<file path="src/rtl/pin_output_stage_pkg.sv">
// Shared types and width helpers for the pin output stage.
// Used by the top level and the per-pin slice.
package p1v_pin_pkg;

    typedef enum logic [1:0] {
        HIZ,
        TURN,
        DRIVE
    } pin_state_t;

    localparam int READBACK_LATENCY = 5;

    function automatic int cnt_w(input int n);
        return ($clog2(n + 1) < 1) ? 1 : $clog2(n + 1);
    endfunction

endpackage

</file>
<file path="src/rtl/pin_output_stage_if.sv">
// Core-facing and pad-facing pin vectors of the output stage.
// master = core/pad side, slave = the output stage.
interface pin_output_stage_if #(
    parameter int NUM_PINS = 32
);

    logic [NUM_PINS-1:0] pin_out;
    logic [NUM_PINS-1:0] pin_dir;
    logic [NUM_PINS-1:0] pin_sync;
    logic [NUM_PINS-1:0] fault_clr;
    logic [NUM_PINS-1:0] o;
    logic [NUM_PINS-1:0] oe;
    logic [NUM_PINS-1:0] turn_busy;
    logic [NUM_PINS-1:0] fault;

    modport master (
        output pin_out, pin_dir, pin_sync, fault_clr,
        input  o, oe, turn_busy, fault
    );

    modport slave (
        input  pin_out, pin_dir, pin_sync, fault_clr,
        output o, oe, turn_busy, fault
    );

endinterface

</file>
<file path="src/rtl/pin_output_stage_slice.sv">
// Single-pin turnaround FSM and drive-fault detector.
// oe/turn_busy/fault are all registered.
module pin_output_slice
    import p1v_pin_pkg::*;
#(
    parameter int TURNAROUND   = 2,
    parameter int FAULT_CYCLES = 8
) (
    input  logic clock_80,
    input  logic res,
    input  logic pdir,
    input  logic o,
    input  logic pin_sync,
    input  logic fault_clr,
    output logic oe,
    output logic turn_busy,
    output logic fault
);

    localparam int CW = cnt_w(TURNAROUND);
    localparam int MW = cnt_w(FAULT_CYCLES);
    localparam logic [CW-1:0] CNT_LOAD =
        CW'((TURNAROUND > 0) ? TURNAROUND - 1 : 0);
    localparam logic [MW-1:0] MSAT = MW'(FAULT_CYCLES);
    localparam logic [MW-1:0] MLAST = MW'(FAULT_CYCLES - 1);

    pin_state_t    state;
    logic [CW-1:0] cnt;
    logic [MW-1:0] mcnt;
    logic          o_last;
    logic          mism;

    always_ff @(posedge clock_80 or posedge res) begin
        if (res) begin
            state     <= HIZ;
            cnt       <= '0;
            oe        <= 1'b0;
            turn_busy <= 1'b0;
        end else begin
            unique case (state)
                HIZ: begin
                    if (pdir) begin
                        if (TURNAROUND > 0) begin
                            state     <= TURN;
                            cnt       <= CNT_LOAD;
                            turn_busy <= 1'b1;
                            oe        <= 1'b0;
                        end else begin
                            state <= DRIVE;
                            oe    <= 1'b1;
                        end
                    end
                end
                TURN: begin
                    if (!pdir) begin
                        state     <= HIZ;
                        cnt       <= '0;
                        turn_busy <= 1'b0;
                    end else if (cnt == '0) begin
                        state     <= DRIVE;
                        oe        <= 1'b1;
                        turn_busy <= 1'b0;
                    end else begin
                        cnt <= cnt - 1'b1;
                    end
                end
                DRIVE: begin
                    // release is immediate, no Hi-Z gap needed
                    if (!pdir) begin
                        state <= HIZ;
                        oe    <= 1'b0;
                    end
                end
                default: begin
                    state     <= HIZ;
                    oe        <= 1'b0;
                    turn_busy <= 1'b0;
                end
            endcase
        end
    end

    // only a stable driven value may be blamed on the pad
    assign mism = oe && (o == o_last) && (pin_sync != o);

    always_ff @(posedge clock_80 or posedge res) begin
        if (res) begin
            mcnt   <= '0;
            fault  <= 1'b0;
            o_last <= 1'b0;
        end else begin
            o_last <= o;
            if (fault_clr) begin
                mcnt  <= '0;
                fault <= 1'b0;
            end else if (!mism) begin
                mcnt <= '0;
            end else if (mcnt != MSAT) begin
                mcnt <= mcnt + 1'b1;
                if (mcnt == MLAST) fault <= 1'b1;
            end
        end
    end

endmodule

</file>
<file path="src/rtl/pin_output_stage.sv">
// Pad output stage: matched out/dir pipeline, o register,
// and one turnaround/fault slice per pin.
module pin_output_stage
    import p1v_pin_pkg::*;
#(
    parameter int NUM_PINS        = 32,
    parameter int PIPELINE_STAGES = 2,
    parameter int TURNAROUND      = 2,
    parameter int FAULT_CYCLES    = 8
) (
    input logic          clock_80,
    input logic          res,
    pin_output_stage_if.slave bus
);

    logic [NUM_PINS-1:0] pout_q [PIPELINE_STAGES];
    logic [NUM_PINS-1:0] pdir_q [PIPELINE_STAGES];
    logic [NUM_PINS-1:0] pout_p;
    logic [NUM_PINS-1:0] pdir_p;
    logic [NUM_PINS-1:0] o_q;
    logic [NUM_PINS-1:0] oe_w;
    logic [NUM_PINS-1:0] busy_w;
    logic [NUM_PINS-1:0] fault_w;

    // data and dir share one delay so o and oe stay aligned
    always_ff @(posedge clock_80 or posedge res) begin
        if (res) begin
            for (int s = 0; s < PIPELINE_STAGES; s++) begin
                pout_q[s] <= '0;
                pdir_q[s] <= '0;
            end
            o_q <= '0;
        end else begin
            pout_q[0] <= bus.pin_out;
            pdir_q[0] <= bus.pin_dir;
            for (int s = 1; s < PIPELINE_STAGES; s++) begin
                pout_q[s] <= pout_q[s-1];
                pdir_q[s] <= pdir_q[s-1];
            end
            o_q <= pout_p;
        end
    end

    assign pout_p = pout_q[PIPELINE_STAGES-1];
    assign pdir_p = pdir_q[PIPELINE_STAGES-1];

    for (genvar i = 0; i < NUM_PINS; i++) begin : g_pin
        pin_output_slice #(
            .TURNAROUND   (TURNAROUND),
            .FAULT_CYCLES (FAULT_CYCLES)
        ) u_slice (
            .clock_80  (clock_80),
            .res       (res),
            .pdir      (pdir_p[i]),
            .o         (o_q[i]),
            .pin_sync  (bus.pin_sync[i]),
            .fault_clr (bus.fault_clr[i]),
            .oe        (oe_w[i]),
            .turn_busy (busy_w[i]),
            .fault     (fault_w[i])
        );
    end

    assign bus.o         = o_q;
    assign bus.oe        = oe_w;
    assign bus.turn_busy = busy_w;
    assign bus.fault     = fault_w;

endmodule
</file>
<file path="src/flat_wrapper.sv">
// flat-port wrapper written by rule: the top's interface ports become plain ports
module pin_output_stage_flat import p1v_pin_pkg::*;
#(
    parameter int NUM_PINS        = 32,
    parameter int PIPELINE_STAGES = 2,
    parameter int TURNAROUND      = 2,
    parameter int FAULT_CYCLES    = 8
)
  (clock_80, res, bus_pin_out, bus_pin_dir, bus_pin_sync, bus_fault_clr, bus_o, bus_oe, bus_turn_busy, bus_fault);
  pin_output_stage_if #(.NUM_PINS(NUM_PINS)) bus_i ();
  input logic clock_80;
  input logic res;
  input wire logic [$bits(bus_i.pin_out)-1:0] bus_pin_out;
  input wire logic [$bits(bus_i.pin_dir)-1:0] bus_pin_dir;
  input wire logic [$bits(bus_i.pin_sync)-1:0] bus_pin_sync;
  input wire logic [$bits(bus_i.fault_clr)-1:0] bus_fault_clr;
  output wire logic [$bits(bus_i.o)-1:0] bus_o;
  output wire logic [$bits(bus_i.oe)-1:0] bus_oe;
  output wire logic [$bits(bus_i.turn_busy)-1:0] bus_turn_busy;
  output wire logic [$bits(bus_i.fault)-1:0] bus_fault;
  assign bus_i.pin_out = bus_pin_out;
  assign bus_i.pin_dir = bus_pin_dir;
  assign bus_i.pin_sync = bus_pin_sync;
  assign bus_i.fault_clr = bus_fault_clr;
  assign bus_o = bus_i.o;
  assign bus_oe = bus_i.oe;
  assign bus_turn_busy = bus_i.turn_busy;
  assign bus_fault = bus_i.fault;
  pin_output_stage #(.NUM_PINS(NUM_PINS), .PIPELINE_STAGES(PIPELINE_STAGES), .TURNAROUND(TURNAROUND), .FAULT_CYCLES(FAULT_CYCLES)) u_core (.clock_80(clock_80), .res(res), .bus(bus_i));
endmodule
</file>
<file path="config.mk">
export PLATFORM = sky130hd
export DESIGN_NAME = pin_output_stage_flat
export DESIGN_NICKNAME = d
export VERILOG_FILES = /design/src/rtl/pin_output_stage_pkg.sv /design/src/rtl/pin_output_stage_if.sv /design/src/rtl/pin_output_stage_slice.sv /design/src/rtl/pin_output_stage.sv /design/src/flat_wrapper.sv
export SDC_FILE = /design/constraint.sdc
export NUM_CORES = 1
export LEC_CHECK = 0
export CORE_ASPECT_RATIO = 1.2
export CORE_UTILIZATION = 41
export CTS_CLUSTER_SIZE = 24
export DETAILED_ROUTE_END_ITERATION = 8
export PLACE_DENSITY = 0.72
export SYNTH_ARGS = -nofsm -noshare
export SYNTH_HDL_FRONTEND = slang
export SYNTH_SLANG_ARGS = --single-unit
</file>
<file path="constraint.sdc">
create_clock -name clock_80 -period 20.5 [get_ports clock_80]
set_input_delay 4.1 -clock clock_80 [delete_from_list [all_inputs] [get_ports clock_80]]
set_output_delay 4.1 -clock clock_80 [all_outputs]
set_load 0.03 [all_outputs]
</file>
==> flow_metrics.tcl <==
set metrics [dict create \
    met2WireLength_um 24300 \
    cp-end-kind "asynchronous set/reset pin" \
    io_pins 258 \
    synth_fp_nets 2494 \
    hp-start "u_core.pout_q[37]" \
    slew_headroom_pct 31.7 \
    die_w_um 227 \
    die_area_sq_um 61500 \
    path_max_fanout 168 \
    ys.flop_type "dfrtp_1" \
    drt_iter0_drc 853 \
    ctsResizeCount 0 \
    path_delay_family "buffers and inverters" \
    path_cells "clkdlybuf4s50_1, inv_8, buf_12, buf_4" \
    critPathLaunch "res" \
    synth_top_family_by_area "simple AND/OR/NAND/NOR gates" \
    synth.avg_cell_area_sq_um 10.9 \
    wl_met1_um 18800 \
    crit_arrival_ns 7.05 \
    finalHoldWorstSlack_ns 0.346 \
    synth-compound-area-share_pct 11.3 \
    fmax_mhz 154 \
    floorplan.rows 98 \
    maxUsedRoutingLayer "met5" \
    ir_drop_mv 0.0747 \
    largest_reg_flops 128 \
    grt-ovfl-total 0 \
    hp-class "flip-flop to flip-flop" \
    status "finished, final reports clean" \
    finalSetupTns_ns 0 \
    worstPathRequired_ns 21.06 \
    dr_wl_met3_um 2030 \
    start_util_pct 41.6 \
    finalSetupViolations 0 \
    clk_pin_slew_ns 0.06 \
    coreArea_sq_um 59700 \
    crit_type "input port to asynchronous set/reset pin" \
    synth_area_sq_um 24800 \
    wirelength_um 47000 \
    wl_per_cell_um 14.4 \
    routed-via-count 16400 \
    cts_tree "built" \
    fp.dieH_um 271 \
    synth_edf_count 0 \
    slew_violations 0 \
    cts.sinks 544 \
    dr.pass1.iters 6 \
    post_cts_buffers 0 \
    area_growth_pct 17.7 \
    worst_pin_slew_ns 1.02 \
    holdBufCountCts 0 \
    cts.htree.levels 2 \
    route.detailed.drc 0 \
    fin_crit_sh_pct 31.7 \
    cts_inserted_buffers 56 \
    synth_xor_area_share_pct 2.26 \
    regMostFlops "u_core.g_pin.u_slice.mcnt" \
    grt_antenna_before_repair 3 \
    dp.cells 3170 \
    track_usage_pct 15.5 \
    fin_nets 2654 \
    grt_pass1_vias 16800 \
    synthAdderAreaFrac_pct 4.84 \
    cpPeakStageDelay_ns 0.94 \
    grt_pass1_wl_um 79400 \
    finalNonFillerCells 3270 \
    clk_latency_ns 0.59 \
    synth_seq_area_share_pct 54.9 \
    timing.rr.start "u_core.g_pin[27].u_slice.cnt[0]" \
    diodes 0 \
    nFillCells 5297 \
    grt_max_degree 175 \
    drive_gt1_share_pct 8.10 \
    slowest_stage "buf_4" \
    period_minus_slack_ns 6.49 \
    powerDensity_nw_per_um2 114 \
    yosys.area_share.simple_pct 17.3 \
    vias_per_cell 5.00 \
    drv_cap 0 \
    top_regs "u_core.g_pin.u_slice.mcnt (128), u_core.g_pin.u_slice.cnt (64), u_core.g_pin.u_slice.state (64)" \
    dp_hpwl_um 32800 \
    cts_buffer_depth 3 \
    place.gp.congestion 0.769 \
    rsz0062_at_grt "false" \
    synth_warnings 0 \
    start_kind "input port" \
    syn_inst 2268 \
    synthArstFlopShare_pct 100 \
    synth.distinct_cells 43 \
    antenna_left 0 \
    path_buf_inv 4 \
    clock_skew_ns 0.00820 \
    synth-seq-cells 544 \
    root_buffer "clkbuf_16" \
    port_buffers 257 \
    synthMuxAreaShare_pct 2.06 \
    leakagePower_nw 12.5 \
    hold_violations 0 \
]
==> Yosys cell counts (all sizes together), types with 9 or more instances <==
master	count	area (sq um)
and3b	32	280
ha	96	1200
nand2b	73	457
nor2b	66	445
and2b	10	75.1
nand4b	9	78.8
nor3b	32	400
a31oi	23	144
mux2i	51	510
and2	45	282
nand3b	99	743
buf	157	1110
a21boi	16	120
nand3	35	175
o31ai	9	67.6
o32ai	37	549
nor3	33	165
xor2	32	280
inv	192	721
o22ai	19	119
xnor2	32	280
and3	16	100
o2bb2ai	17	149
dfrtp	544	13600
nand2	143	537
nor2	141	529
o21ai	159	916
a21oi	143	716
==> cell usage in the layout (no fill, tap or decap), types with 4 or more instances in the layout <==
master / netlist / layout
nand4b_1: 9 / 9
nand3_1: 35 / 35
nand2b_1: 73 / 73
and2_1: 45 / 45
ha_1: 96 / 96
nor2_1: 141 / 141
and3b_1: 32 / 32
o31ai_1: 9 / 9
bufinv_16: 0 / 4
and2b_1: 10 / 10
dfrtp_1: 544 / 544
nand2_1: 143 / 143
a31oi_1: 23 / 23
mux2i_1: 51 / 51
clkdlybuf4s50_1: 0 / 257
clkinv_2: 0 / 11
nor2b_1: 55 / 55
nor2b_2: 10 / 10
o21ai_1: 42 / 42
o22ai_1: 19 / 19
nand3b_1: 99 / 99
a21boi_0: 9 / 9
clkbuf_16: 0 / 57
o2bb2ai_1: 17 / 17
o32ai_2: 30 / 30
clkbuf_8: 0 / 15
a21oi_1: 143 / 143
o21ai_2: 32 / 32
xnor2_1: 32 / 32
o21ai_0: 85 / 85
clkbuf_1: 0 / 10
nor3b_2: 32 / 32
xor2_1: 32 / 32
a21boi_1: 7 / 7
nor3_1: 33 / 33
inv_1: 191 / 190
and3_1: 16 / 16
o32ai_1: 7 / 7
==> report_power, final <==
group	internal [mW]	total (mW)	leakage (nW)	switching (mW)
clock	0.611	1.03	0.930	0.418
sequential	1.25	1.44	6.87	0.193
combinational	0.386	0.855	4.66	0.470
==> layer usage <==
metal | global-route usage, % | up-vias
met5 | 0 | -
li1 | - | 7855
met4 | 6.56 | 2
met3 | 3.47 | 111
met1 | 17.7 | 8123
met2 | 27.7 | 263
==> metrics by stage <==
stage / util [%] / setup WS [ns] / instance area (sq um) / total power, mW
3_5_place_dp: 45.8 / 13.20 / 27300 / 2.32
5_1_grt: 48.9 / 13.53 / 29200 / 3.53
6_report: 48.9 / 14.01 / 29200 / 3.32
2_1_floorplan: - / 1.19 / 24800 / 2.10
3_3_place_gp: 45.8 / 13.30 / 27300 / 2.25
4_1_cts: 48.9 / 13.85 / 29200 / 3.37
==> cell families after synthesis <==
group	Yosys count
buffers and inverters	350
flip-flops	544
AO/OA/AOI/OAI	427
XOR/XNOR	64
adder cells (fa/ha/maj)	96
AND/OR/NAND/NOR	736
multiplexers	51
==> worst register-to-register path: cells and delay by family (launching register included) <==
family	cells	cell delay [ns]
DFF	1	0.36
AOI/OAI and AO/OA	2	0.16
adders and majority gates	1	0.26
and+or+nand+nor	1	0.38
buffers and inverters	1	0.06
==> area by class of cell <==
type	count	area, sq um	share of cell area [%]
multi-input cells	1374	9370	32.1
inverters	192	728	2.49
flip-flops and latches	544	13600	46.6
clock inverters	18	200	0.686
clock buffers	82	1670	5.72
repair buffers	260	2620	8.97
well taps	800	1000	3.43
==> path summary, 6_finish.rpt <==
check	end	slack, ns	cells past startpoint
worst max-delay path	u_core.g_pin[24].u_slice.turn_busy	14.01	4
worst min-delay path	u_core.pout_p[5]	0.35	0
worst max register to register	u_core.g_pin[27].u_slice.cnt[0]	19.14	5
worst min register to register	u_core.pout_p[5]	0.35	0
max in group clock_80	bus_oe[28]	14.64	1
min in group asynchronous	u_core.g_pin[5].u_slice.fault	4.09	2
Note: power is estimated with default switching activity, not from simulation.
